## src/rtl/ip_txn_requester_if.sv

```systemverilog
// Signal bundle between a local core, one ip_txn_requester and its system-agent port.
// master = requester side, slave = core/agent side.
interface ip_txn_requester_if;
  logic        cmd_valid;
  logic        cmd_ready;
  logic [15:0] cmd_addr;
  logic        rsp_valid;
  logic        rsp_ready;
  logic [31:0] rsp_data;
  logic [15:0] rsp_addr;
  logic        rsp_err;
  logic        busy;
  logic [15:0] ip_addr;
  logic [5:0]  ip_req_trans;
  logic [31:0] ip_dat;
  logic [3:0]  ip_trans_id;

  modport master (
    input  cmd_valid, cmd_addr, rsp_ready, ip_dat, ip_trans_id,
    output cmd_ready, rsp_valid, rsp_data, rsp_addr, rsp_err, busy, ip_addr, ip_req_trans
  );

  modport slave (
    output cmd_valid, cmd_addr, rsp_ready, ip_dat, ip_trans_id,
    input  cmd_ready, rsp_valid, rsp_data, rsp_addr, rsp_err, busy, ip_addr, ip_req_trans
  );
endinterface

```

## src/rtl/ip_txn_requester.sv

```systemverilog
// Tagged read requester for one system-agent port: command FIFO, single outstanding request.
// Optional WAIT timeout with retry/error completion when IPREQ_TIMEOUT_EN is defined.
module ip_txn_requester #(
  parameter int unsigned CMD_DEPTH = 4,
  parameter int unsigned TIMEOUT   = 64,
  parameter int unsigned MAX_RETRY = 2
) (
  input  logic                  clk,
  input  logic                  rst_n,
  ip_txn_requester_if.master    bus
);

  localparam int unsigned PtrW = $clog2(CMD_DEPTH);

  if (CMD_DEPTH < 2 || (CMD_DEPTH & (CMD_DEPTH - 1)) != 0) begin : g_bad_depth
    $error("CMD_DEPTH must be a power of two and at least 2");
  end
  if (TIMEOUT < 1) begin : g_bad_timeout
    $error("TIMEOUT must be at least 1");
  end
  if (MAX_RETRY > 255) begin : g_bad_retry
    $error("MAX_RETRY must fit in 8 bits");
  end

`ifdef IPREQ_TIMEOUT_EN
  typedef enum logic [1:0] {StIdle, StWait, StRetry, StResp} state_e;
  localparam int unsigned CntW = ($clog2(TIMEOUT) > 8) ? $clog2(TIMEOUT) : 8;
  localparam logic [CntW-1:0] TimeoutLast = CntW'(TIMEOUT - 1);
  localparam logic [7:0]      MaxRetry    = 8'(MAX_RETRY);
`else
  typedef enum logic [1:0] {StIdle, StWait, StResp} state_e;
`endif

  // Command FIFO
  logic [15:0]     fifo_q [CMD_DEPTH];
  logic [PtrW-1:0] wr_ptr_q, rd_ptr_q;
  logic [PtrW:0]   count_q;
  logic            push, pop;

  state_e      state_q;
  logic [3:0]  tag_q, tag_next;
  logic [15:0] ip_addr_q;
  logic [5:0]  ip_req_q;
  logic        rsp_valid_q;
  logic [31:0] rsp_data_q;
  logic [15:0] rsp_addr_q;
  logic        match;
`ifdef IPREQ_TIMEOUT_EN
  logic            rsp_err_q;
  logic [CntW-1:0] wait_cnt_q;
  logic [7:0]      retry_q;
`endif

  assign bus.cmd_ready = (count_q != (PtrW + 1)'(CMD_DEPTH));
  assign push          = bus.cmd_valid && bus.cmd_ready;
  assign pop           = (state_q == StIdle) && (count_q != '0);

  always_ff @(posedge clk) begin
    if (push) begin
      fifo_q[wr_ptr_q] <= bus.cmd_addr;
    end
  end

  always_ff @(posedge clk or negedge rst_n) begin
    if (!rst_n) begin
      wr_ptr_q <= '0;
      rd_ptr_q <= '0;
      count_q  <= '0;
    end else begin
      if (push) begin
        wr_ptr_q <= wr_ptr_q + 1'b1;
      end
      if (pop) begin
        rd_ptr_q <= rd_ptr_q + 1'b1;
      end
      unique case ({push, pop})
        2'b10:   count_q <= count_q + 1'b1;
        2'b01:   count_q <= count_q - 1'b1;
        default: count_q <= count_q;
      endcase
    end
  end

  // Tag 0 means "no completion" on ip_trans_id, so the counter skips it.
  assign tag_next = (tag_q == 4'd15) ? 4'd1 : tag_q + 4'd1;
  assign match    = (bus.ip_trans_id == tag_q);

  always_ff @(posedge clk or negedge rst_n) begin
    if (!rst_n) begin
      state_q     <= StIdle;
      tag_q       <= 4'd1;
      ip_addr_q   <= '0;
      ip_req_q    <= '0;
      rsp_valid_q <= 1'b0;
      rsp_data_q  <= '0;
      rsp_addr_q  <= '0;
`ifdef IPREQ_TIMEOUT_EN
      rsp_err_q   <= 1'b0;
      wait_cnt_q  <= '0;
      retry_q     <= '0;
`endif
    end else begin
      unique case (state_q)
        StIdle: begin
          if (pop) begin
            ip_addr_q  <= fifo_q[rd_ptr_q];
            rsp_addr_q <= fifo_q[rd_ptr_q];
            ip_req_q   <= {2'b10, tag_q};
            state_q    <= StWait;
`ifdef IPREQ_TIMEOUT_EN
            wait_cnt_q <= '0;
            retry_q    <= '0;
`endif
          end
        end
        StWait: begin
          if (match) begin
            rsp_data_q  <= bus.ip_dat;
            rsp_valid_q <= 1'b1;
            ip_req_q    <= '0;
            tag_q       <= tag_next;
            state_q     <= StResp;
`ifdef IPREQ_TIMEOUT_EN
            rsp_err_q   <= 1'b0;
          end else if (wait_cnt_q == TimeoutLast) begin
            ip_req_q <= '0;
            tag_q    <= tag_next;
            if (retry_q < MaxRetry) begin
              retry_q <= retry_q + 8'd1;
              state_q <= StRetry;
            end else begin
              rsp_valid_q <= 1'b1;
              rsp_err_q   <= 1'b1;
              rsp_data_q  <= '0;
              state_q     <= StResp;
            end
          end else begin
            wait_cnt_q <= wait_cnt_q + 1'b1;
`endif
          end
        end
`ifdef IPREQ_TIMEOUT_EN
        StRetry: begin
          // Same address, tag already advanced at the timeout edge.
          ip_req_q   <= {2'b10, tag_q};
          wait_cnt_q <= '0;
          state_q    <= StWait;
        end
`endif
        StResp: begin
          if (bus.rsp_ready) begin
            rsp_valid_q <= 1'b0;
            state_q     <= StIdle;
          end
        end
        default: state_q <= StIdle;
      endcase
    end
  end

  assign bus.ip_addr      = ip_addr_q;
  assign bus.ip_req_trans = ip_req_q;
  assign bus.rsp_valid    = rsp_valid_q;
  assign bus.rsp_data     = rsp_data_q;
  assign bus.rsp_addr     = rsp_addr_q;
  assign bus.busy         = (count_q != '0) || (state_q != StIdle);
`ifdef IPREQ_TIMEOUT_EN
  assign bus.rsp_err      = rsp_err_q;
`else
  assign bus.rsp_err      = 1'b0;
`endif

endmodule

```

## src/flat_wrapper.sv

```systemverilog
// flat-port wrapper written by rule: the top's interface ports become plain ports
module ip_txn_requester_flat 
#(
  parameter int unsigned CMD_DEPTH = 4,
  parameter int unsigned TIMEOUT   = 64,
  parameter int unsigned MAX_RETRY = 2
)
  (clk, rst_n, bus_cmd_valid, bus_cmd_addr, bus_rsp_ready, bus_ip_dat, bus_ip_trans_id, bus_cmd_ready, bus_rsp_valid, bus_rsp_data, bus_rsp_addr, bus_rsp_err, bus_busy, bus_ip_addr, bus_ip_req_trans);
  ip_txn_requester_if bus_i ();
  input  logic clk;
  input  logic rst_n;
  input wire logic [$bits(bus_i.cmd_valid)-1:0] bus_cmd_valid;
  input wire logic [$bits(bus_i.cmd_addr)-1:0] bus_cmd_addr;
  input wire logic [$bits(bus_i.rsp_ready)-1:0] bus_rsp_ready;
  input wire logic [$bits(bus_i.ip_dat)-1:0] bus_ip_dat;
  input wire logic [$bits(bus_i.ip_trans_id)-1:0] bus_ip_trans_id;
  output wire logic [$bits(bus_i.cmd_ready)-1:0] bus_cmd_ready;
  output wire logic [$bits(bus_i.rsp_valid)-1:0] bus_rsp_valid;
  output wire logic [$bits(bus_i.rsp_data)-1:0] bus_rsp_data;
  output wire logic [$bits(bus_i.rsp_addr)-1:0] bus_rsp_addr;
  output wire logic [$bits(bus_i.rsp_err)-1:0] bus_rsp_err;
  output wire logic [$bits(bus_i.busy)-1:0] bus_busy;
  output wire logic [$bits(bus_i.ip_addr)-1:0] bus_ip_addr;
  output wire logic [$bits(bus_i.ip_req_trans)-1:0] bus_ip_req_trans;
  assign bus_i.cmd_valid = bus_cmd_valid;
  assign bus_i.cmd_addr = bus_cmd_addr;
  assign bus_i.rsp_ready = bus_rsp_ready;
  assign bus_i.ip_dat = bus_ip_dat;
  assign bus_i.ip_trans_id = bus_ip_trans_id;
  assign bus_cmd_ready = bus_i.cmd_ready;
  assign bus_rsp_valid = bus_i.rsp_valid;
  assign bus_rsp_data = bus_i.rsp_data;
  assign bus_rsp_addr = bus_i.rsp_addr;
  assign bus_rsp_err = bus_i.rsp_err;
  assign bus_busy = bus_i.busy;
  assign bus_ip_addr = bus_i.ip_addr;
  assign bus_ip_req_trans = bus_i.ip_req_trans;
  ip_txn_requester #(.CMD_DEPTH(CMD_DEPTH), .TIMEOUT(TIMEOUT), .MAX_RETRY(MAX_RETRY)) u_core (.clk(clk), .rst_n(rst_n), .bus(bus_i));
endmodule
```

## config.mk

```make
export PLATFORM = sky130hd
export DESIGN_NAME = ip_txn_requester_flat
export DESIGN_NICKNAME = d
export VERILOG_FILES = /design/src/rtl/ip_txn_requester_if.sv /design/src/rtl/ip_txn_requester.sv /design/src/flat_wrapper.sv
export SDC_FILE = /design/constraint.sdc
export NUM_CORES = 1
export LEC_CHECK = 0
export CORE_ASPECT_RATIO = 1.75
export CORE_MARGIN = 2
export CORE_UTILIZATION = 43
export DETAILED_ROUTE_END_ITERATION = 10
export GPL_TIMING_DRIVEN = 0
export PLACE_DENSITY = 0.79
export SLEW_MARGIN = 5
export SYNTH_ARGS = -nofsm -noshare
export SYNTH_HDL_FRONTEND = slang
export SYNTH_SLANG_ARGS = --single-unit
```

## constraint.sdc

```tcl
create_clock -name clk -period 2.33 [get_ports clk]
set_input_delay 0.5825 -clock clk [delete_from_list [all_inputs] [get_ports clk]]
set_output_delay 0.5825 -clock clk [all_outputs]
set_load 0.005 [all_outputs]
```

=== Word level (Yosys, flattened, before mapping) ===
Memory sizes are Yosys's and may differ from the RTL's. A register that Yosys moved wholly into a read port is not among the register bits.
Index checks and enable logic that the tools add are counted.
Widths: inputs -> output; s select.

* ROM bits: 0
* Logic and storage cells: 53
* Latch bits: 0
* RAM bits: 64
* Output and inout port bits: 74
* Flip-flop bits (word level): 52
* Bits of input ports: 56
* Memories: 1

* Reduce and logical (&&, ||, !) cells: 15
* Shifts and indexed selects: 0
* Equality and inequality tests: 10
* Div/mod/pow operators: 0
* Order comparisons: 0
* Bitwise operators: 0
* Muxes and demuxes: 14
* $mul: 0
* $add $sub $neg: 5

{| class="wikitable"
|+ Memories
! memory !! words !! bits a word !! rd ports !! clocked after Yosys merged registers in !! wr ports !! line !! text
|-
| u_core.fifo_q || 4 || 16 || 1 || 1 || 1 || ip_txn_requester.sv:35 || <nowiki>logic [15:0] fifo_q [CMD_DEPTH];</nowiki>
|}

{| class="wikitable"
|+ Operators with widths
! cell !! number
|-
| $mux 6 || 2
|-
| $pmux 6 s2 || 1
|-
| $reduce_and 3->1 || 3
|-
| $reduce_bool 2->1 || 4
|-
| $mux 2 || 3
|-
| $pmux 2 s3 || 1
|-
| $pmux 3 s2 || 1
|-
| $add 2x1->2 const B || 2
|-
| $add 4x1->4 const B || 1
|-
| $eq 2x1->1 const B || 2
|-
| $eq 2x2->1 const B || 2
|-
| $eq 4x4->1 || 1
|-
| $eq 4x4->1 const B || 1
|-
| $mux 1 || 4
|-
| $mux 4 || 1
|-
| $ne 2x1->1 const B || 2
|-
| $reduce_and 2->1 || 2
|-
| $add 3x1->3 const B || 1
|-
| $ne 3x3->1 const B || 1
|-
| $reduce_bool 3->1 || 1
|-
| $sub 3x1->3 const B || 1
|-
| $logic_and 1x1->1 || 2
|-
| $logic_not 2->1 || 1
|-
| $ne 2x2->1 const B || 1
|-
| 3 further kinds || 3
|}

=== Longest topological paths before layout ===
* Depth in word-level cells: 4
* Gate-level depth with buffers: 11

=== Worst setup path before layout ===
No wires, ideal clock.

* Kind: reg2reg
* Start: register u_core.state_q[1]
* End: register u_core.count_q[2]
* Cell stages (with the launch flop): 12
* Slack: 0.159 ns
* Arrival: 2.092 ns
* Clock period less this slack: 2.171 ns
* Setup time: 0.079 ns
* Path through: dfrtp_1 -> nor2_1 -> nand2b_1 -> clkbuf_1 -> inv_1 -> clkbuf_1 -> ha_1 -> inv_1 -> fa_1 -> xor2_1 -> nor2_1 -> xor2_1

* Word-level cells in the longest chain between the ends: 4

{| class="wikitable"
|+ RTL lines
! element !! line !! text
|-
| start: declaration || ip_txn_requester.sv:40 || <nowiki>state_e state_q;</nowiki>
|-
| start signal: assignment || ip_txn_requester.sv:90 || <nowiki>state_q <= StIdle;</nowiki>
|-
| start signal: assignment || ip_txn_requester.sv:109 || <nowiki>state_q <= StWait;</nowiki>
|-
| start signal: assignment || ip_txn_requester.sv:122 || <nowiki>state_q <= StResp;</nowiki>
|-
| $logic_not 2->1 (*) || ip_txn_requester.sv:56 || <nowiki>assign pop = (state_q == StIdle) && (count_q != '0);</nowiki>
|-
| $logic_and 1x1->1 (*) || ip_txn_requester.sv:56 ||
|-
| via u_core.pop || ip_txn_requester.sv:38 || <nowiki>logic push, pop;</nowiki>
|-
| $eq 2x1->1 / $eq 2x2->1 (equally long branches) || ip_txn_requester.sv:76 || <nowiki>unique case ({push, pop})</nowiki>
|-
| $pmux 3 s2 / $reduce_bool 2->1 (equally long branches) || n/a ||
|-
| end signal: assignment || ip_txn_requester.sv:77 || <nowiki>2'b10: count_q <= count_q + 1'b1;</nowiki>
|-
| end signal: assignment || ip_txn_requester.sv:78 || <nowiki>2'b01: count_q <= count_q - 1'b1;</nowiki>
|-
| end signal: assignment || ip_txn_requester.sv:79 || <nowiki>default: count_q <= count_q;</nowiki>
|-
| end: declaration || ip_txn_requester.sv:37 || <nowiki>logic [PtrW:0] count_q;</nowiki>
|}

The timed path passes the listed nets; every way through them passes the cells marked *.
A chain may end at the register's enable or synchronous reset.

=== Final worst setup path ===
* Start: register u_core.count_q[0]
* End: output bus_cmd_ready

* Word-level cells in the longest chain between the ends: 1

{| class="wikitable"
|+ RTL lines
! element !! line !! text
|-
| $ne 3x3->1 || ip_txn_requester.sv:54 || <nowiki>assign bus.cmd_ready = (count_q != (PtrW + 1)'(CMD_DEPTH));</nowiki>
|-
| end: declaration || flat_wrapper.sv:17 || <nowiki>output wire logic [$bits(bus_i.cmd_ready)-1:0] bus_cmd_ready;</nowiki>
|}

Every way passes these cells.

==> metrics.txt <==
Nets between 500 and 600; Ports 130; clock period minus worst slack roughly 2.2 ns; GRT Residual Overflow 0; period utilization roughly 94%; Synth warnings 0; crit start category flop; routability cong. between 0.7 and 0.8; area of the multi-input gates around 1500 µm²; Initial Util 43.8%; Core Area approximately 12000 µm²; DRT Wirelength approximately 11000 µm; layout cells sized above 1 roughly a quarter; fin area 7480 µm²; Setup Skew ~0.009 ns; Sink Count 131; CP Data Arrival Time between 1.5 and 2 ns; row count between 50 and 60; Final Hold Fails 0; Yosys reg bits around 130; Max Cap Viol 0; routed vias/inst around 4.8; Hold Slack around 0.29 ns; vias in the first global route 3339; Clock transition at path regs ~0.06 ns; Tot GR Track Use 17.2%; commonest cells after routing, fill and taps aside clkdlybuf4s50_1 (126), dfrtp_1 (66), edfxtp_1 (64); TritonRoute pass-1 iters 4; worst min path class in2async; Critical Path End Type primary output; VDD IR max between 0.7 and 0.8 mV; Vias roughly 3200; port buffer count 127; CTS root buf clkbuf_16; post-synthesis sequential area ratio 66.5%; Core Util, Final between 60% and 70%; Finished Layout Cells around 660; final setup vio count 0; unique cell type count in the Yosys netlist 34; pwr dens roughly 1300 nW/µm²; commonest non-fill, non-tap cell in the layout clkdlybuf4s50_1; TritonCTS clock tree built; fill cell count approximately 960; Leakage 0.00305 µW; pin count of the biggest net entering global routing just under 70; required time of the critical path between 1.5 and 2 ns; cell area after placement about 6900 µm²; hpwl dp just under 8000 µm; first-pass GRT wire length about 17000 µm; Fmax achieved roughly 460 MHz; Post-DRT Antenna Nets 0; Critical Setup Path Class reg2out; Rel. slew slack between 40% and 50%; actual slew at the worst max-slew pin between 0.8 and 0.9 ns; antenna violations before repair 0; register area 3600 µm²; CTS max path bufs 2; placed cells roughly 630; Hold Buf Count CTS 0; Num CTS Buffers 17; Die W 88.8 µm; status completed; syn_area_per_cell approximately 16 µm²; CP Max Fanout 6; Die ar. between 10000 and 15000 µm²; unrepaired setup endpoints after global routing false; H-tree levels 4; number of remaining DRC errors 0; Pwr Total about 10000 µW; clock latency on the worst-skew pair 0.41 ns; Max Slew Vio Count 0; initial drt markers 130; Avg WL per Cell around 17 µm; Post-Syn Area approximately 5400 µm²; area delta synth->final 38.3%; ant diodes 0; Synth Instances roughly 340; Chip Height between 150 and 200 µm
-- registers in the layout (all words and copies together) (netlist names) --
name                     count
u_core.bus.rsp_data         32
u_core.bus.rsp_valid         1
u_core.fifo_q               64
u_core.state_q               2
u_core.rd_ptr_q              2
u_core.count_q               3
u_core.tag_q                 4
u_core.bus.ip_req_trans      5
u_core.bus.ip_addr          16
u_core.wr_ptr_q              2
-- synthesized netlist by cell type (all sizes together) --
cell type	number	area [µm²]
mux2	35	522
nand4	1	12.5
dfrtp	66	1650
fa	1	20.0
a21oi	3	15.0
xnor2	8	77.6
clkbuf	4	15.0
nand3	2	10.0
o21ai	8	40.0
nand2	63	236
a31o	1	8.76
xor2	3	26.3
dfstp	1	26.3
ha	6	75.1
nor3	1	5.00
a21o	1	7.51
mux4	16	360
nand2b	2	12.5
nor2b	1	6.26
edfxtp	64	1920
and2	1	6.26
nor2	5	26.3
conb	1	3.75
and3	5	31.3
and4	1	8.76
buf	28	245
o31a	1	8.76
inv	8	30.0
-- kinds of logic (layout without fill, tap and decap cells) --
kind of cell / count (synthesis) / after routing / synth area share [%]
mux: 51 / 51 / 16.3
buf+inv: 40 / 198 / 5.37
other cells: 1 / 2 / 0.0693
flops: 131 / 131 / 66.5
xor+xnor: 11 / 11 / 1.92
simple gates: 82 / 82 / 6.57
compound gates: 14 / 14 / 1.48
fa+ha+maj: 7 / 7 / 1.76
-- stage by stage --
stage	setup TNS (ns)	setup slack, ns
detailed placement	-0.739	-0.310
finish	0	0.134
global route	0	0.0187
CTS	0	0.0323
floorplan	0	0.159
global placement	-104.62	-1.58
-- area by class of cell --
cell class	count	share of cell area, %
clock inverter	14	2.06
tap	168	2.81
sequential	131	48.1
timing repair buffer	128	17.1
buffer	30	3.38
inverter	8	0.452
clock buffer	18	5.74
multi-input combinational	167	20.4
-- power by group --
group	leakage [µW]	switching [µW]	internal [µW]
clock	0.000278	1010	1590
combinational	0.00136	1410	2320
sequential	0.00140	451	3250
total	0.00305	2860	7160
-- layer usage --
layer | global-route usage, % | vias to the layer above | wire [µm]
met5 | 0 | - | 0
met2 | 30.9 | 92 | 6200
met4 | 6.64 | 0 | 165
met3 | 4.71 | 12 | 541
li1 | - | 1464 | -
met1 | 18.4 | 1591 | 4110
-- final timing paths --
| check | start | to | slack [ns] | cells past startpoint |
|---|---|---|---|---|
| worst min-delay path | rst_n | u_core.bus.rsp_data[14] | 0.29 | 1 |
| min in group clk | u_core.state_q[1] | u_core.bus.rsp_valid | 0.51 | 1 |
| worst max register to register | u_core.count_q[0] | u_core.count_q[2] | 0.18 | 10 |
| worst max-delay path | u_core.count_q[0] | bus_cmd_ready | 0.13 | 3 |
| worst min register to register | u_core.state_q[1] | u_core.bus.rsp_valid | 0.51 | 1 |
| max in group asynchronous | rst_n | u_core.bus.rsp_data[28] | 1.46 | 1 |
-- timing repair --
item | CTS | global route
gates resized for setup | 1 | 1
setup endpoints to repair | 2 | 2
buffers inserted | 1 | 0
-- worst max-delay path: stages, from the launching register on --
cell and delay [ns]:
dfrtp_1 0.39, inv_1 0.09, nand3_1 0.16, clkdlybuf4s50_1 0.57
(Power assumes the default switching activity.)
